## src/rtl/halt_reporter.sv

```systemverilog
// Counts CPU cycles until halt or timeout, then reports status, cycle count,
// return value and an XOR checksum as a single 9-byte 8N1 UART frame.
module halt_reporter #(
  parameter int unsigned CLKS_PER_BIT = 434,
  parameter int unsigned CYCLE_LIMIT  = 500000
) (
  input  logic        clk,
  input  logic        rst,
  input  logic        isHalt,
  input  logic [15:0] ret_val,
  output logic        uart_tx,
  output logic        cpu_stop,
  output logic        busy,
  output logic        done
);

  localparam int unsigned TICK_W = (CLKS_PER_BIT > 1) ? $clog2(CLKS_PER_BIT) : 1;
  localparam logic [TICK_W-1:0] TICK_LAST = TICK_W'(CLKS_PER_BIT - 1);
  localparam logic [7:0]  SYNC_BYTE = 8'hA5;
  localparam logic [3:0]  LAST_BYTE = 4'd8;
  localparam logic [3:0]  STOP_POS  = 4'd9;

  typedef enum logic [1:0] {S_COUNT, S_SEND, S_DONE} state_e;

  state_e             state_q, state_d;
  logic [31:0]        count_q, count_d;
  logic [31:0]        cap_cnt_q, cap_cnt_d;
  logic [15:0]        cap_ret_q, cap_ret_d;
  logic [7:0]         cap_sts_q, cap_sts_d;
  logic [7:0]         cap_chk_q, cap_chk_d;
  logic [3:0]         byte_q, byte_d;
  logic [3:0]         bit_q, bit_d;
  logic [TICK_W-1:0]  tick_q, tick_d;
  logic               tx_q, tx_d;
  logic               stop_q, stop_d;
  logic               busy_q, busy_d;
  logic               done_q, done_d;
  logic [7:0]         cur_byte_c;

  // State register; reset also drives the line idle and drops any frame in flight.
  always_ff @(posedge clk or posedge rst) begin
    if (rst) begin
      state_q   <= S_COUNT;
      count_q   <= '0;
      cap_cnt_q <= '0;
      cap_ret_q <= '0;
      cap_sts_q <= '0;
      cap_chk_q <= '0;
      byte_q    <= '0;
      bit_q     <= '0;
      tick_q    <= '0;
      tx_q      <= 1'b1;
      stop_q    <= 1'b0;
      busy_q    <= 1'b0;
      done_q    <= 1'b0;
    end else begin
      state_q   <= state_d;
      count_q   <= count_d;
      cap_cnt_q <= cap_cnt_d;
      cap_ret_q <= cap_ret_d;
      cap_sts_q <= cap_sts_d;
      cap_chk_q <= cap_chk_d;
      byte_q    <= byte_d;
      bit_q     <= bit_d;
      tick_q    <= tick_d;
      tx_q      <= tx_d;
      stop_q    <= stop_d;
      busy_q    <= busy_d;
      done_q    <= done_d;
    end
  end

  // Next state: capture on halt (priority) or limit, then walk bytes/bits/ticks.
  always_comb begin
    state_d   = state_q;
    count_d   = count_q;
    cap_cnt_d = cap_cnt_q;
    cap_ret_d = cap_ret_q;
    cap_sts_d = cap_sts_q;
    cap_chk_d = cap_chk_q;
    byte_d    = byte_q;
    bit_d     = bit_q;
    tick_d    = tick_q;
    unique case (state_q)
      S_COUNT: begin
        count_d = count_q + 32'd1;
        if (isHalt || (count_q == 32'(CYCLE_LIMIT))) begin
          cap_cnt_d = count_q;
          cap_ret_d = ret_val;
          cap_sts_d = isHalt ? 8'h01 : 8'h02;
          cap_chk_d = cap_sts_d ^ count_q[7:0] ^ count_q[15:8] ^ count_q[23:16]
                    ^ count_q[31:24] ^ ret_val[7:0] ^ ret_val[15:8];
          state_d   = S_SEND;
          byte_d    = '0;
          bit_d     = '0;
          tick_d    = '0;
        end
      end
      S_SEND: begin
        if (tick_q == TICK_LAST) begin
          tick_d = '0;
          if (bit_q == STOP_POS) begin
            bit_d = '0;
            if (byte_q == LAST_BYTE) state_d = S_DONE;
            else                     byte_d  = byte_q + 4'd1;
          end else begin
            bit_d = bit_q + 4'd1;
          end
        end else begin
          tick_d = tick_q + TICK_W'(1);
        end
      end
      S_DONE: ;
      default: state_d = S_COUNT;
    endcase
  end

  // Outputs are registered from the next-state values so the start bit lands on SEND's first cycle.
  always_comb begin
    case (byte_d)
      4'd0:    cur_byte_c = SYNC_BYTE;
      4'd1:    cur_byte_c = cap_sts_q;
      4'd2:    cur_byte_c = cap_cnt_q[7:0];
      4'd3:    cur_byte_c = cap_cnt_q[15:8];
      4'd4:    cur_byte_c = cap_cnt_q[23:16];
      4'd5:    cur_byte_c = cap_cnt_q[31:24];
      4'd6:    cur_byte_c = cap_ret_q[7:0];
      4'd7:    cur_byte_c = cap_ret_q[15:8];
      default: cur_byte_c = cap_chk_q;
    endcase
    tx_d = 1'b1;
    if (state_d == S_SEND) begin
      if (bit_d == 4'd0)          tx_d = 1'b0;
      else if (bit_d == STOP_POS) tx_d = 1'b1;
      else                        tx_d = cur_byte_c[3'(bit_d - 4'd1)];
    end
    busy_d = (state_d == S_SEND);
    stop_d = (state_d != S_COUNT);
    done_d = (state_d == S_DONE);
  end

  assign uart_tx  = tx_q;
  assign cpu_stop = stop_q;
  assign busy     = busy_q;
  assign done     = done_q;

endmodule

```

## config.mk

```make
export PLATFORM = sky130hd
export DESIGN_NAME = halt_reporter
export DESIGN_NICKNAME = d
export VERILOG_FILES = /design/src/rtl/halt_reporter.sv
export SDC_FILE = /design/constraint.sdc
export NUM_CORES = 1
export LEC_CHECK = 0
export ABC_AREA = 1
export ABC_CLOCK_PERIOD_IN_PS = 4200
export CAP_MARGIN = 0
export CORE_ASPECT_RATIO = 0.75
export CORE_MARGIN = 5
export CORE_UTILIZATION = 25
export CTS_CLUSTER_DIAMETER = 50
export CTS_CLUSTER_SIZE = 8
export DETAILED_ROUTE_END_ITERATION = 16
export GPL_TIMING_DRIVEN = 0
export PLACE_DENSITY = 0.38
export REMOVE_ABC_BUFFERS = 1
export SYNTH_ARGS = -nofsm -noshare
export SYNTH_HDL_FRONTEND = slang
export SYNTH_SLANG_ARGS = --single-unit
export TNS_END_PERCENT = 30
```

## constraint.sdc

```tcl
create_clock -name clk -period 4.2 [get_ports clk]
set_clock_uncertainty 0.1 [all_clocks]
set_input_delay 0.84 -clock clk [delete_from_list [all_inputs] [get_ports clk]]
set_output_delay 0.84 -clock clk [all_outputs]
set_load 0.05 [all_outputs]
```

**Yosys cells after proc, flatten, opt, wreduce, memory -nomap -nowiden**

Cells that the tools add are included.

- Register bits: 119
- Bits of input ports: 19
- Output and inout bits: 4
- Word-level logic and storage cells: 74

- Add/sub/neg operators: 5
- Order comparisons: 1
- Equality and inequality tests: 17
- Muxes and demuxes: 24
- Bitwise operators: 6
- Reduce and logical (&&, ||, !) cells: 8

Operators by type and width:

| kind | number |
|---|---|
| one-hot mux 8 bit (8 select lines) | 1 |
| bitwise XOR 8 bit | 5 |
| adder 32 x 1 -> 32 bit, second input constant | 1 |
| equality test 32 x 19 -> 1 bit, second input constant | 1 |
| 2-to-1 mux 4 bit | 7 |
| 2-to-1 mux 9 bit | 2 |
| one-hot mux 9 bit (2 select lines) | 1 |
| equality test 4 x 3 -> 1 bit, second input constant | 4 |
| one-hot mux 4 bit (2 select lines) | 2 |
| equality test 4 bit, second input constant | 3 |
| 2-to-1 mux 2 bit | 5 |
| adder 9 x 1 -> 9 bit, second input constant | 1 |
| equality test 9 bit, second input constant | 1 |
| adder 4 x 1 -> 4 bit, second input constant | 2 |
| equality test 4 x 2 -> 1 bit, second input constant | 2 |
| zero test 4 bit | 2 |
| bitwise XOR 2 x 8 -> 8 bit | 1 |
| one-hot mux 2 bit (3 select lines) | 1 |
| equality test 2 x 1 -> 1 bit, second input constant | 2 |
| equality test 2 bit, second input constant | 2 |
| equality test 4 x 1 -> 1 bit, second input constant | 1 |
| < comparator 3 x 4 -> 1 bit, second input constant | 1 |
| 2-to-1 mux 1 bit | 4 |
| AND reduction 2 bit | 2 |
| other kinds (6) | 7 |

**Longest topological paths before layout**

- Depth after elaboration: 12
- Depth in mapped cells: 23
- Mapped depth without buffers: 23

**Worst setup path before layout**

OpenSTA, ideal clock, no wires.

- Path kind: flip-flop to flip-flop
- Start point: reg tick_q[1]
- End point: reg tx_q, in the netlist uart_tx
- Library setup time: 84 ps
- Arrival time: 2224 ps
- Required time: 4016 ps
- Path slack: 1793 ps
- Stages on the path, launching flop included: 20
- Path buffers: 1
- Clock period less this slack: 2407 ps
- Cell sequence: dfrtp_1 -> inv_1 -> ha_1 -> nand2_1 -> clkinv_1 -> nand2_2 -> nor2_4 -> buf_6 -> nand2_1 -> nor2_1 -> o21ai_0 -> nor2_2 -> inv_1 -> ha_1 -> xnor2_1 -> inv_1 -> nand3_1 -> nand3_1 -> nand2_1 -> nand2_1

- Elaborated cells between the ends (all ways): 25
- Classes of those cells: 1 x add/sub; 10 x eq/ne; 12 x mux; 2 x reduce/logical

RTL lines:

| item | RTL line | text |
|---|---|---|
| start, declared | 33 | `logic [TICK_W-1:0] tick_q, tick_d;` |
| start signal, assigned | 65 | `tick_q <= tick_d;` |
| equality test 9 bit * | 100 | `if (tick_q == TICK_LAST) begin` |
| 2-to-1 mux 4 bit * | 100 |  |
| one-hot mux 4 bit (2 select lines) * | 84 | `unique case (state_q)` |
| named net bit_d[0] | 32 | `logic [3:0] bit_q, bit_d;` |
| subtractor 3 x 1 -> 3 bit | 135 | `else tx_d = cur_byte_c[3'(bit_d - 4'd1)];` |
| binary-select mux 1 bit (select 3 bit) | 135 |  |
| 2-to-1 mux 1 bit (implied by the code) | 135 |  |
| 2-to-1 mux 1 bit | 134 | `else if (bit_d == STOP_POS) tx_d = 1'b1;` |
| 2-to-1 mux 1 bit * | 133 | `if (bit_d == 4'd0) tx_d = 1'b0;` |
| 2-to-1 mux 1 bit * | 132 | `if (state_d == S_SEND) begin` |
| named net tx_d | 34 | `logic tx_q, tx_d;` |
| end signal, assigned | 66 | `tx_q <= tx_d;` |
| end, declared | 34 |  |

Mark *: on every way through the listed nets, which the timed path passes. The rest lies on a longest branch. The select of a mux whose other input is x is not followed.
A chain may end at the register's enable or synchronous reset.

**Worst setup path after layout**

- Start point: reg count_q[0]
- End point: reg tx_q, in the netlist uart_tx

- Elaborated cells between the ends (all ways): 26
- Classes of those cells: 1 x add/sub; 10 x eq/ne; 12 x mux; 3 x reduce/logical

RTL lines:

| item | RTL line | text |
|---|---|---|
| start, declared | 26 | `logic [31:0] count_q, count_d;` |
| start signal, assigned | 58 | `count_q <= count_d;` |
| equality test 32 x 19 -> 1 bit * | 87 | `if (isHalt \|\| (count_q == 32'(CYCLE_LIMIT))) begin` |
| logical OR 1 bit * | 87 |  |
| 2-to-1 mux 4 bit * | 87 |  |
| one-hot mux 4 bit (2 select lines) * | 84 |  |
| named net bit_d[0] | 32 |  |
| subtractor 3 x 1 -> 3 bit | 135 |  |
| binary-select mux 1 bit (select 3 bit) | 135 |  |
| 2-to-1 mux 1 bit (implied by the code) | 135 |  |
| 2-to-1 mux 1 bit | 134 |  |
| 2-to-1 mux 1 bit * | 133 |  |
| 2-to-1 mux 1 bit * | 132 |  |
| named net tx_d | 34 |  |

Marks and branches as above.

==> results.md <==
* Outcome: completed
* Root Driver: clkbuf_16
* Die width at 194 um
* Relative slew slack at 49.7%
* Number of DRC markers in iteration 0 at 325
* # IOs at 23
* Avg Inst Size Synth at 7.95 um^2
* Cells after Synth at 796
* Worst Hold End: cap_ret_q[15]$_DFFE_PP0P_
* Hold/Removal Path Class: flip-flop to flip-flop
* GR Overflow Total at 0
* Asr flop ratio synth at 100%
* Final Hold Vio Count at 0
* Die area at 28,600 um^2
* Setup bufs post-CTS at 0
* Clock sinks at 113
* Ys flop type: dfrtp_1
* Post-synth EDFFs at 0
* Initial antenna violation count at 0
* Number of port buffers at 22
* Critical Path Most Common Cell: nand2_1
* Global-route wire length before repair at 29.1 mm
* Finished Core Util at 30.3%
* Resized Gates After CTS at 0
* Post-DRT Antenna Nets at 0
* Nets at 847
* Hold Path Cell Cnt at 2
* Top cells by area, synth: dfrtp_1, nand2_1, xor2_1
* Num CTS Buffers at 17
* Gpl congestion at 0.809
* Vias at 4,986
* Largest net degree at the start of global routing at 86
* Cell row count at 50
* Synth Cell Area at 6330 um^2
* Hold-fix buffer count after cts at 0
* Share of cells above drive strength 1 at 9.28%
* Antenna Cells at 0
* Drt pass-1 iters at 6
* Vias in the first global route at 4,882
* H-tree Lvls at 4
* Slew @ Worst Pin at 0.754 ns
* Critical path required time at 4.43 ns
* Worst VDD drop at 0.271 mV
* Worst Slack Setup Final at 0.345 ns
* Yosys warnings at 0
* Peak Freq at 259 MHz
* Worst r2r src: count_q[0]$_DFFE_PP0P_
* DIE HEIGHT at 148 um
* Clk_lat worst skew at 0.42 ns
* #FFs+latches synth at 113
* Crit path launch type: flip-flop
* CP Class: flip-flop to flip-flop
* Yosys cell types at 39
* Starting density of the core at 25.3%
* CP max-delay cell: dfrtp_1
* Hold WS at 0.386 ns
* Leak Pwr at 3.40 nW
* Detailed Route WL at 18.3 mm
* Sequential fraction of the synthesis area at 44.7%
* Tmin final at 3.85 ns
* GR Util All Layers at 13.2%
* WP data arrival at 4.09 ns
* Reg-to-reg endpoint: uart_tx$_DFF_PP1_
* CTS tree: built
* Core Area at 25,000 um^2
* Synth top area share at 44.3%
* Largest stage delay on the critical path at 0.44 ns
* Final setup vio count at 0
* Vias per cell at 4.27
* Reg clk slew, reported paths at 0.06 ns
* Fin. max-slew vios at 0
* Reg2reg path depth at 20
* Power Density at 366 nW/um^2
* Area delta synth->final at 19.6%
* Routed len/inst at 15.7 um
* Post-route DRC violation count at 0
* Max Cap Viol at 0
* Flop-to-flop setup slack at 0.35 ns
* Place WS at 0.00295 ns
* Hold Crit Start: cap_ret_q[15]$_DFFE_PP0P_
* Post-DP HPWL at 13.6 mm
* Synth area leader: dfrtp_1
* CP Cell Sequence: inv_1 > ha_1 > inv_1 > nor2_1 > nand2_1 > nor2_1 > nand2_1 > nand2_1 > nand2_4 > buf_16 > inv_2 > nor2_2 > inv_1 > ha_1 > xnor2_1 > inv_1 > nand3_1 > nand3_1 > nand2_1 > nand2_1
* Worst-path fanout max at 84
* Clock buffer depth at 2
* Final period utilization at 91.8%
* RSZ-0062 raised after global routing: no
* Endpoint class of the critical path: flip-flop
* Setup TNS at 0 ns
stage by stage:
stage	instance area [um^2]	total power [mW]	instances
global route	7560	2.86	1168
floorplan	6210	1.14	775
global placement	6850	1.18	1135
CTS	7560	2.81	1168
detailed placement	6920	1.18	1137
finish	7560	2.77	1168
cell usage after synthesis (4+ instances only):
library cell,count
nand4_1,10
inv_1,75
nor2_1,67
xnor2_1,26
buf_6,4
nor2_2,5
dfrtp_1,112
nor2_4,6
xor2_1,44
o21ai_0,62
a21oi_1,8
nor3_1,8
nand2_1,220
nor3_2,4
nor4_1,5
nand3_2,4
nand3_1,68
inv_2,13
ha_1,10
clkbuf_1,13
cells by family after synthesis:
| family | synth area share, % |
|---|---|
| AND/OR/NAND/NOR | 29.6 |
| AO/OA/AOI/OAI | 6.90 |
| XOR/XNOR | 9.69 |
| buffers and inverters | 7.12 |
| adder cells (fa/ha/maj) | 1.98 |
| flip-flops | 44.7 |
flip-flops by register name, indices dropped and copies added, names as in the netlist, 2 cells and up:
register   count
byte_q         4
count_q       32
tick_q         9
cap_sts_q      2
bit_q          4
cap_chk_q      8
cap_ret_q     16
cap_cnt_q     32
state_q        2
area by class of cell:
cell class / count / area (um^2)
clock buffer: 21 / 460
clock inverter: 10 / 183
fill: 2701 / 17400
inverter: 89 / 339
multi-input combinational: 573 / 3060
sequential: 113 / 2830
tap: 338 / 423
timing repair buffer: 24 / 275
where the power goes:
group,internal (mW),total (mW),switching (mW)
Sequential,1.09,1.09,0
Clock,1.08,1.61,0.535
Combinational,0.0289,0.0695,0.0407
worst max-delay path by stage:
stage                                       from  slack (ns)                end
after floorplan                           isHalt        0.16  uart_tx$_DFF_PP1_
after global placement                    isHalt       -2.51  uart_tx$_DFF_PP1_
after detailed placement                  isHalt       0.003  uart_tx$_DFF_PP1_
after CTS                 count_q[0]$_DFFE_PP0P_        0.30  uart_tx$_DFF_PP1_
after global routing      count_q[0]$_DFFE_PP0P_        0.03  uart_tx$_DFF_PP1_
final                     count_q[0]$_DFFE_PP0P_        0.35  uart_tx$_DFF_PP1_
routing by layer:
metal | track usage, % | share of wire, % | up-vias
met5 | 0 | 0 | -
met4 | 3.40 | 0.81 | 0
met3 | 2.80 | 5.2 | 11
met2 | 17.8 | 39 | 84
met1 | 20.8 | 55 | 2312
li1 | - | - | 2579
critical path: cells and delay by family (launching register included):
family	cells	cell delay (ns)
adder cells (fa/ha/maj)	2	0.46
flip-flops	1	0.44
AND/OR/NAND/NOR	11	1.46
XOR/XNOR	1	0.23
buffers and inverters	6	1.01
cells in the final DEF (no fill, tap or decap), types with 4 or more instances in the layout:
cell type        instances
a21oi_1                  8
bufinv_16                5
clkbuf_16               17
clkdlybuf4s50_1         22
dfrtp_1                112
ha_1                    10
inv_1                   74
inv_2                   13
nand2_1                219
nand3_1                 68
nand3_2                  4
nand4_1                 10
nor2_1                  67
nor2_2                   5
nor2_4                   6
nor3_1                   8
nor3_2                   4
nor4_1                   5
o21ai_0                 62
xnor2_1                 26
xor2_1                  44
Note: power is estimated with default switching activity, not from simulation.
